### config.mk
export PLATFORM = sky130hd
export DESIGN_NAME = seq_detect_param
export DESIGN_NICKNAME = d
export VERILOG_FILES = /design/src/rtl/seq_detect_param.sv
export SDC_FILE = /design/constraint.sdc
export NUM_CORES = 1
export LEC_CHECK = 0
export ABC_AREA = 1
export ABC_CLOCK_PERIOD_IN_PS = 1460
export BUFFER_PORTS_ARGS = -buffer_cell sky130_fd_sc_hd__buf_2
export CAP_MARGIN = 20
export CORE_UTILIZATION = 48
export DETAILED_ROUTE_END_ITERATION = 8
export MAX_ROUTING_LAYER = met4
export PLACE_DENSITY = 0.85
export SLEW_MARGIN = 10
export SYNTH_ARGS = -nofsm -noshare
export SYNTH_HDL_FRONTEND = slang
export SYNTH_SLANG_ARGS = --single-unit
### constraint.sdc
create_clock -name clk -period 1.46 [get_ports clk]
set_input_delay 0.073 -clock clk [delete_from_list [all_inputs] [get_ports clk]]
set_output_delay 0.073 -clock clk [all_outputs]
set_load 0.03 [all_outputs]
### src/rtl/seq_detect_param.sv
// Parametrised Moore serial-pattern detector: compares the last N accepted bits
// against a runtime-loadable pattern, with overlap select and a saturating match count.
module seq_detect_param #(
  parameter int unsigned          N       = 4,
  parameter logic [N-1:0]         PATTERN = 4'b0001,
  parameter int unsigned          CNT_W   = 8
) (
  input  logic                       clk,
  input  logic                       rst,
  input  logic                       en,
  input  logic                       x,
  input  logic                       ovl,
  input  logic                       pat_ld,
  input  logic [N-1:0]               pat_in,
  output logic                       z,
  output logic [CNT_W-1:0]           match_cnt,
  output logic [$clog2(N+1)-1:0]     fill
);

  localparam int unsigned        FW      = $clog2(N + 1);
  localparam logic [FW-1:0]      FILL_MX = FW'(N);
  localparam logic [CNT_W-1:0]   CNT_MAX = '1;

  // MATCH is the only state with bit 2 set, so z comes straight off a flop.
  typedef enum logic [2:0] {
    S_IDLE    = 3'b000,
    S_PARTIAL = 3'b001,
    S_FULL    = 3'b010,
    S_MATCH   = 3'b100
  } state_e;

  state_e             state_q, state_d;
  logic [N-1:0]       pattern_q, pattern_d;
  logic [N-1:0]       window_q, window_d;
  logic [FW-1:0]      fill_q, fill_d;
  logic [CNT_W-1:0]   cnt_q, cnt_d;

  logic [N-1:0]       win_shift;
  logic [FW-1:0]      fill_inc;
  logic               hit;

  // Candidate window/fill for an accepted bit; fill gating keeps stale bits from matching.
  always_comb begin
    win_shift = {window_q[N-2:0], x};
    fill_inc  = (fill_q == FILL_MX) ? FILL_MX : fill_q + FW'(1);
    hit       = (fill_inc == FILL_MX) && (win_shift == pattern_q);
  end

  // Next-state logic: pattern load beats bit acceptance; en=0 holds everything.
  always_comb begin
    state_d   = state_q;
    pattern_d = pattern_q;
    window_d  = window_q;
    fill_d    = fill_q;
    cnt_d     = cnt_q;

    if (pat_ld) begin
      pattern_d = pat_in;
      window_d  = '0;
      fill_d    = '0;
      cnt_d     = '0;
      state_d   = S_IDLE;
    end else if (en) begin
      window_d = win_shift;
      if (hit) begin
        state_d = S_MATCH;
        cnt_d   = (cnt_q == CNT_MAX) ? cnt_q : cnt_q + CNT_W'(1);
        fill_d  = ovl ? FILL_MX : '0;
      end else begin
        fill_d  = fill_inc;
        state_d = (fill_inc == FILL_MX) ? S_FULL : S_PARTIAL;
      end
    end
  end

  always_ff @(posedge clk) begin
    if (rst) begin
      state_q   <= S_IDLE;
      pattern_q <= PATTERN;
      window_q  <= '0;
      fill_q    <= '0;
      cnt_q     <= '0;
    end else begin
      state_q   <= state_d;
      pattern_q <= pattern_d;
      window_q  <= window_d;
      fill_q    <= fill_d;
      cnt_q     <= cnt_d;
    end
  end

  assign z         = state_q[2];
  assign match_cnt = cnt_q;
  assign fill      = fill_q;

endmodule

---- Word level (Yosys, flattened, before mapping) ----
Cells that the tools add are included.
storage, ports and cells
  output and inout port bits .............. 12
  bits in registers ....................... 21
  word-level logic and storage cells ...... 20
  bits of input ports ..................... 10
operators by class
  mux-type cells .......................... 5
  eq/ne operators ......................... 4
  add/sub/neg operators ................... 2
  reductions and logical operators ........ 3
  bitwise logic cells ..................... 1
operators by type and width
  cell                 number
  $mux 3               4
  $add 8x1->8 const B  1
  $eq 8x8->1 const B   1
  $eq 3x3->1 const B   2
  $eq 4x4->1           1
  $add 3x1->3 const B  1
  $reduce_and 3->1     1
  $mux 2               1
  $reduce_or 2->1      1
  $logic_and 1x1->1    1
  $not 1->1            1

---- Longest topological paths before layout ----
Gate-level depths: netlist (run 1).
  depth in word-level cells ............... 5
  mapped depth ............................ 11
  mapped depth without buffers ............ 11

---- Least setup slack after synthesis (run 1) ----
OpenSTA, ideal clock, no wires.
  kind .................................... reg2reg
  from .................................... register fill_q[0], in the netlist fill[0]
  to ...................................... register cnt_q[7], in the netlist match_cnt[7]
  setup slack ............................. -0.225 ns
  path buffers ............................ 0
  data required time ...................... 1.349 ns
  cell stages (with the launch flop) ...... 11
  period minus slack after synthesis ...... 1.685 ns
  library setup time ...................... 0.111 ns
  data arrival time ....................... 1.573 ns
  path through ............................ dfxtp_1 > inv_1 > ha_1 > inv_1 > nand2_2 > nor2_4 > nand2_4 > nor2_8 > nand3_1 > nor2_1 > nor2_1
on the way
  cells in the longest elaborated chain, start to end .. 5
  elaborated cells on any way between the ends .. 6
  classes of those cells .................. add/sub: 1; eq/ne: 2; mux: 1; reduce/logical: 2
RTL lines
  element                                           RTL line  RTL
  start, declared                                   35        logic [FW-1:0] fill_q, fill_d;
  start signal, assigned                            87        fill_q <= fill_d;
  $add 3x1->3 / $eq 3x3->1 (equally long branches)  45        fill_inc = (fill_q == FILL_MX) ? FILL_MX : fill_q + FW'(1);
  $mux 3 *                                          45
  $eq 3x3->1 *                                      46        hit = (fill_inc == FILL_MX) && (win_shift == pattern_q);
  $logic_and 1x1->1 *                               46
  $reduce_and 3->1 (no line) *                      n/a
  end signal, assigned                              88        cnt_q <= cnt_d;
  end, declared                                     36        logic [CNT_W-1:0] cnt_q, cnt_d;
Every way passes the cells marked *; elsewhere a longest branch is shown, timed or not.
A chain may end at the register's enable or synchronous reset.

---- Worst setup path after layout (run 1) ----
  from .................................... register fill_q[0], in the netlist fill[0]
  to ...................................... register cnt_q[2], in the netlist match_cnt[2]
Same word-level chain as after synthesis.

==> results of run 1 <==
placed cells by master (no fill, tap or decap):
master | netlist | final
buf_2 | 0 | 21
nor2_1 | 9 | 8
xor2_1 | 4 | 4
dfxtp_4 | 0 | 3
nand2_1 | 36 | 30
nand2_4 | 1 | 5
ha_4 | 0 | 1
inv_2 | 3 | 3
nor2_4 | 7 | 7
clkbuf_4 | 0 | 3
inv_1 | 20 | 17
o21ai_0 | 11 | 11
nor2_8 | 1 | 1
nor2_2 | 0 | 1
nand3b_1 | 1 | 1
a21oi_4 | 1 | 1
buf_4 | 0 | 6
dfxtp_1 | 19 | 16
nand3_4 | 1 | 1
inv_4 | 0 | 3
ha_1 | 3 | 2
dlygate4sd3_1 | 0 | 1
clkbuf_1 | 1 | 1
nand2_2 | 4 | 6
a21oi_1 | 19 | 15
a21oi_2 | 0 | 4
nand3_2 | 1 | 3
clkinv_1 | 2 | 2
nand3_1 | 13 | 11
power by group through the flow:
stage	clock network [uW]	logic (uW)	registers [uW]
6_report	274	192	541
3_3_place_gp	0	148	552
4_1_cts	281	161	541
3_5_place_dp	0	155	553
2_1_floorplan	0	106	558
5_1_grt	305	210	544
synth_stat cells, types with 3 or more instances:
| cell | instances | share of area, % |
|---|---|---|
| nand2_1 | 36 | 12 |
| inv_1 | 20 | 6.7 |
| a21oi_1 | 19 | 8.5 |
| dfxtp_1 | 19 | 34 |
| nand3_1 | 13 | 5.8 |
| o21ai_0 | 11 | 4.9 |
| nor2_1 | 9 | 3.0 |
| nor2_4 | 7 | 7.0 |
| nand2_2 | 4 | 2.2 |
| xor2_1 | 4 | 3.1 |
| ha_1 | 3 | 3.3 |
| inv_2 | 3 | 1.0 |
worst max path at each step:
stage                                     from                   endpoint
after floorplan           fill[0]$_SDFFE_PP0P_  match_cnt[7]$_SDFFE_PP0P_
after global placement    fill[0]$_SDFFE_PP0P_  match_cnt[7]$_SDFFE_PP0P_
after detailed placement  fill[0]$_SDFFE_PP0P_  match_cnt[7]$_SDFFE_PP0P_
after CTS                 fill[0]$_SDFFE_PP0P_  match_cnt[7]$_SDFFE_PP0P_
after global routing      fill[0]$_SDFFE_PP0P_  match_cnt[7]$_SDFFE_PP0P_
final                     fill[0]$_SDFFE_PP0P_  match_cnt[2]$_SDFFE_PP0P_
cell families after synthesis:
group / share of synthesized area, %
flip-flops: 33.9
AND/OR/NAND/NOR: 36.0
buffers and inverters: 8.71
XOR/XNOR: 3.12
AO/OA/AOI/OAI: 14.8
adder cells (fa/ha/maj): 3.35
state kept, by name, summed over array words and instances, names as in the netlist:
name,flops
pattern_q,4
fill,3
match_cnt,8
window_q,3
state_q,1
cell type report:
type                       count  share of cell area (%)
clock buffer                   4                    1.83
inverter                      25                    7.07
multi-input combinational    112                    50.1
sequential                    19                    27.3
tap                           28                    2.45
timing repair buffer          28                    11.2
per-stage QoR:
step	utilization [%]	cell area, um2	hold WS [ns]	std cells
6_report	64.8	1430	0.0127	216
5_1_grt	64.8	1430	0.0401	216
3_3_place_gp	57.6	1270	0.289	206
3_5_place_dp	57.6	1270	0.298	206
4_1_cts	59.8	1320	0.0178	211
2_1_floorplan	-	1130	0.173	157
worst register-to-register path: stages (launching register included):
cell	delay, ns
dfxtp_4	0.38
inv_4	0.04
ha_4	0.25
a21oi_2	0.13
nand2_2	0.09
nor2_4	0.16
nand3_4	0.14
nand2_2	0.11
a21oi_2	0.05
layer usage:
layer / share of wire (%) / global-route usage, % / vias up / wire [um]
li1: - / - / 566 / -
met5: 0 / - / - / 0
met2: 56 / 37.8 / 21 / 1420
met4: 0.99 / 7.41 / 0 / 25
met1: 40 / 23.1 / 479 / 1010
met3: 3.3 / 3.64 / 2 / 83
what timing repair did:
item | in CTS | in global routing
resized for setup | 2 | 21
endpoints found under the hold margin | 1 | 0
hold buffers | 1 | 0
pin swaps | 1 | 18
buffers inserted | 0 | 5
endpoints found under the setup margin | 8 | 8
==> results.sh, run 1 <==
export IMPL_synthArstFlopShare_pct=0
export IMPL_finalMaxSlewViolations=0
export IMPL_switching_share_pct=29.7
export IMPL_grt_pass1_vias=945
export IMPL_cts_tree="built"
export IMPL_synth_cell_area_um2=1120
export IMPL_clk_pin_slew_ns=0.11
export IMPL_worst_slew_pin_slew_ns=0.312
export IMPL_crit_path_top_delay_cell="dfxtp_4"
export IMPL_cp_max_fo=7
export IMPL_core_area_um2=2210
export IMPL_cts_htree_levels=1
export IMPL_slowest_delay_ns=0.38
export IMPL_multi_input_area_um2=718
export IMPL_startpoint_type="register"
export IMPL_ys_flop_type="dfxtp_1"
export IMPL_diodes=0
export IMPL_dp_slack_ns=-0.0324
export IMPL_drt_iter0_markers=21
export IMPL_cellLeakagePower_uw=0.000654
export IMPL_hold_viol_final=0
export IMPL_fp_dieArea_um2=2530
export IMPL_gp_congestion=0.858
export IMPL_hp_class="input port to register"
export IMPL_power_switching_uw=298
export IMPL_cts_buffers=3
export IMPL_hp_start="rst"
export IMPL_syn_to_final_growth_pct=27.8
export IMPL_fin_skew_ns=0.00759
export IMPL_finalSetupTns_ns=0
export IMPL_path_depth=8
export IMPL_fin_crit_sh_pct=98.9
export IMPL_path_delay_family="simple AND/OR/NAND/NOR gates"
export IMPL_slew_headroom_pct=79.1
export IMPL_vdd_ir_drop_max_v=0.000579
export IMPL_r2r_end="match_cnt[2]$_SDFFE_PP0P_"
export IMPL_rsz0062_at_grt="yes"
export IMPL_detail_route_wl_per_cell_um=11.7
export IMPL_cp_required_ns=1.66
export IMPL_synth_edff_count=0
export IMPL_rows=17
export IMPL_fillers=191
export IMPL_grt_pass1_wl_um=3910
export IMPL_yosysWarnings=0
export IMPL_comb_power_share_pct=19.0
export IMPL_post_route_cells_drive_above_1_share_pct=36.7
export IMPL_num_io_pins=22
export IMPL_seqCellArea_um2=392
export IMPL_drc=0
export IMPL_max_freq_mhz=692
export IMPL_root_buffer="clkbuf_4"
export IMPL_cp_num_buf_inv=1
export IMPL_die_x_um=50.3
export IMPL_synthesis_nets=170
export IMPL_grt_max_degree=14
export IMPL_detail_route_first_pass_iterations=4
export IMPL_arrival_ns=1.64
export IMPL_port_buffers=21
export IMPL_outcome="finished clean"
export IMPL_ys_seq_elements=19
export IMPL_drt_wl_total_um=2540
export IMPL_clk_latency_ns=0.31
export IMPL_min_period_ns=1.44
export IMPL_die_h_um=50.3
export IMPL_grt_usage_pct=21.0
export IMPL_synthDistinctLibCells=20
export IMPL_initial_core_util_pct=50.7
export IMPL_whs_path_depth=3
export IMPL_worst_slack_ns=0.0158
export IMPL_seq_power_share_pct=53.8
export IMPL_dpl_hpwl_um=1750
export IMPL_r2r_cells=8
export IMPL_p_int_uw=708
export IMPL_grt_overflow_total=0
export IMPL_p_clk_share_pct=27.2
export IMPL_synthCells=157
export IMPL_antenna_left=0
export IMPL_finalSetupViolCount=0
export IMPL_fin_total_pwr_uw=1010
export IMPL_p_per_area_nw_per_um2=703
export IMPL_syn_area_per_cell_um2=7.14
export IMPL_endpoint_kind="register"
export IMPL_critical_path_class="register to register"
export IMPL_via_per_inst=4.94
export IMPL_fin_nets=202
export IMPL_reg2reg_from="fill[0]$_SDFFE_PP0P_"
export IMPL_crit_chain="inv_4, ha_4, a21oi_2, nand2_2, nor2_4, nand3_4, nand2_2, a21oi_2"
export IMPL_maxCapViolCount=0
export IMPL_whs_endpoint="pattern_q[0]$_SDFFE_PP1P_"
export IMPL_ys_seq_area_share_pct=33.9
export IMPL_reg2reg_slack_ns=0.02
export IMPL_clock_sinks=19
export IMPL_vias=1068
export IMPL_grt_antenna_before_repair=0
export IMPL_clk_path_buf_depth=2
No activity file was read; power rests on OpenSTA's default activity.
==> run 2: changes to the inputs <==
MAX_ROUTING_LAYER = default   (was met4)
==> run 2 against run 1 <==
Against the previous run: die area unchanged; largest cell class unchanged; largest power group unchanged; first-iteration DRC count shrank 24%; wire length fell by 0.39%.
==> results.sh, run 2 (synthesis results as in run 1) <==
export IMPL_hold_viol_final=0
export IMPL_cts_buffers=3
export IMPL_p_per_area_nw_per_um2=699
export IMPL_hp_class="input port to register"
export IMPL_grt_max_degree=14
export IMPL_arrival_ns=1.64
export IMPL_fin_crit_sh_pct=99.0
export IMPL_grt_pass1_vias=945
export IMPL_instances_no_fill=216
export IMPL_drt_iter0_markers=16
export IMPL_layout_common_cells="nand2_1 (30), buf_2 (21), inv_1 (17)"
export IMPL_largest_reg_flops=8
export IMPL_seqCellArea_um2=392
export IMPL_post_route_cells_drive_above_1_share_pct=36.7
export IMPL_cts_htree_levels=1
export IMPL_endpoint_kind="register"
export IMPL_startpoint_type="register"
export IMPL_dpl_hpwl_um=1750
export IMPL_via_per_inst=5.00
export IMPL_root_buffer="clkbuf_4"
export IMPL_min_period_ns=1.45
export IMPL_vias=1079
export IMPL_grt_overflow_total=0
export IMPL_clk_latency_ns=0.30
export IMPL_syn_to_final_growth_pct=27.8
export IMPL_multi_input_area_um2=718
export IMPL_fin_skew_ns=0.00569
export IMPL_fillers=191
export IMPL_slew_headroom_pct=79.5
export IMPL_detail_route_wl_per_cell_um=11.7
export IMPL_vdd_ir_drop_max_v=0.000578
export IMPL_finalSetupViolCount=0
export IMPL_grt_pass1_wl_um=3910
export IMPL_fin_nets=202
export IMPL_final_common_cell="nand2_1"
export IMPL_drc=0
export IMPL_max_freq_mhz=692
export IMPL_finalMaxSlewViolations=0
export IMPL_outcome="finished clean"
export IMPL_critical_path_class="register to register"
export IMPL_grt_antenna_before_repair=0
export IMPL_clk_path_buf_depth=2
export IMPL_fp_dieArea_um2=2530
export IMPL_diodes=0
export IMPL_dpl_cell_count=206
export IMPL_clk_pin_slew_ns=0.11
export IMPL_rows=17
export IMPL_port_buffers=21
export IMPL_gp_congestion=0.845
export IMPL_initial_core_util_pct=50.7
export IMPL_detail_route_first_pass_iterations=4
export IMPL_timing_hold_ws_ns=0.0185
export IMPL_clock_sinks=19
export IMPL_rsz0062_at_grt="yes"
export IMPL_num_io_pins=22
export IMPL_drt_wl_total_um=2530
export IMPL_cp_max_fo=7
export IMPL_die_x_um=50.3
export IMPL_cp_required_ns=1.65
export IMPL_cellLeakagePower_uw=0.000654
export IMPL_maxCapViolCount=0
export IMPL_grt_usage_pct=20.5
export IMPL_antenna_left=0
export IMPL_die_h_um=50.3
export IMPL_worst_slew_pin_slew_ns=0.306
export IMPL_core_area_um2=2210
export IMPL_cts_tree="built"
[run 2: cell counts in the layout (fill, tap and decap cells not counted)]
Identical to the previous run, type by type.
[run 2: per-stage QoR]
step | setup slack (ns) | setup TNS, ns | utilization, % | power, uW | cell area (um2)
6_report | 0.0144 | 0 | 64.8 | 1000 | 1430
5_1_grt | -0.0674 | -0.406 | 64.8 | 1060 | 1430
4_1_cts | 0.0146 | 0 | 59.8 | 983 | 1320
3_5_place_dp | -0.0324 | -0.0554 | 57.6 | 708 | 1270
3_3_place_gp | 0.0366 | 0 | 57.6 | 700 | 1270
2_1_floorplan | -0.00647 | -0.00647 | - | 664 | 1130
[run 2: critical path: stages, from the launching register on]
cell     delay, ns
dfxtp_4       0.38
inv_4         0.04
ha_4          0.25
a21oi_2       0.13
nand2_2       0.09
nor2_4        0.15
nand3_4       0.14
nand2_2       0.11
a21oi_2       0.05
[run 2: final cells by class]
type | instances | area share, %
timing repair buffer | 28 | 11.2
tap | 28 | 2.45
clock buffer | 4 | 1.83
multi-input combinational | 112 | 50.1
inverter | 25 | 7.07
sequential | 19 | 27.3
[run 2: worst paths after layout]
check | start | endpoint | slack [ns] | cells after the start
max | fill[0]$_SDFFE_PP0P_ | match_cnt[2]$_SDFFE_PP0P_ | 0.01 | 8
max reg2reg | fill[0]$_SDFFE_PP0P_ | match_cnt[2]$_SDFFE_PP0P_ | 0.01 | 8
min reg2reg | state_q[2]$_SDFFE_PP0P_ | state_q[2]$_SDFFE_PP0P_ | 0.48 | 2
min | rst | pattern_q[0]$_SDFFE_PP1P_ | 0.02 | 3
[run 2: report_power, final]
group	switching (uW)	internal [uW]
Combinational	119	72.2
Clock	163	107
Sequential	12.5	529
Total	294	708
[run 2: routing by layer]
metal	global-route usage (%)	vias up	part of all wire, %	wire, um
met5	0	-	0	0
met1	23.1	479	39	988
met2	37.8	31	55	1400
met3	3.64	2	4.6	116
li1	-	567	-	-
met4	7.41	0	0.99	25
[run 2: timing repair]
action                                  4_1_cts  5_1_grt
pin swaps                                     1       18
hold endpoints to repair                      1        0
endpoints found under the setup margin        8        8
setup buffers                                 0        5
hold buffers                                  1        0
gates resized for setup                       2       21
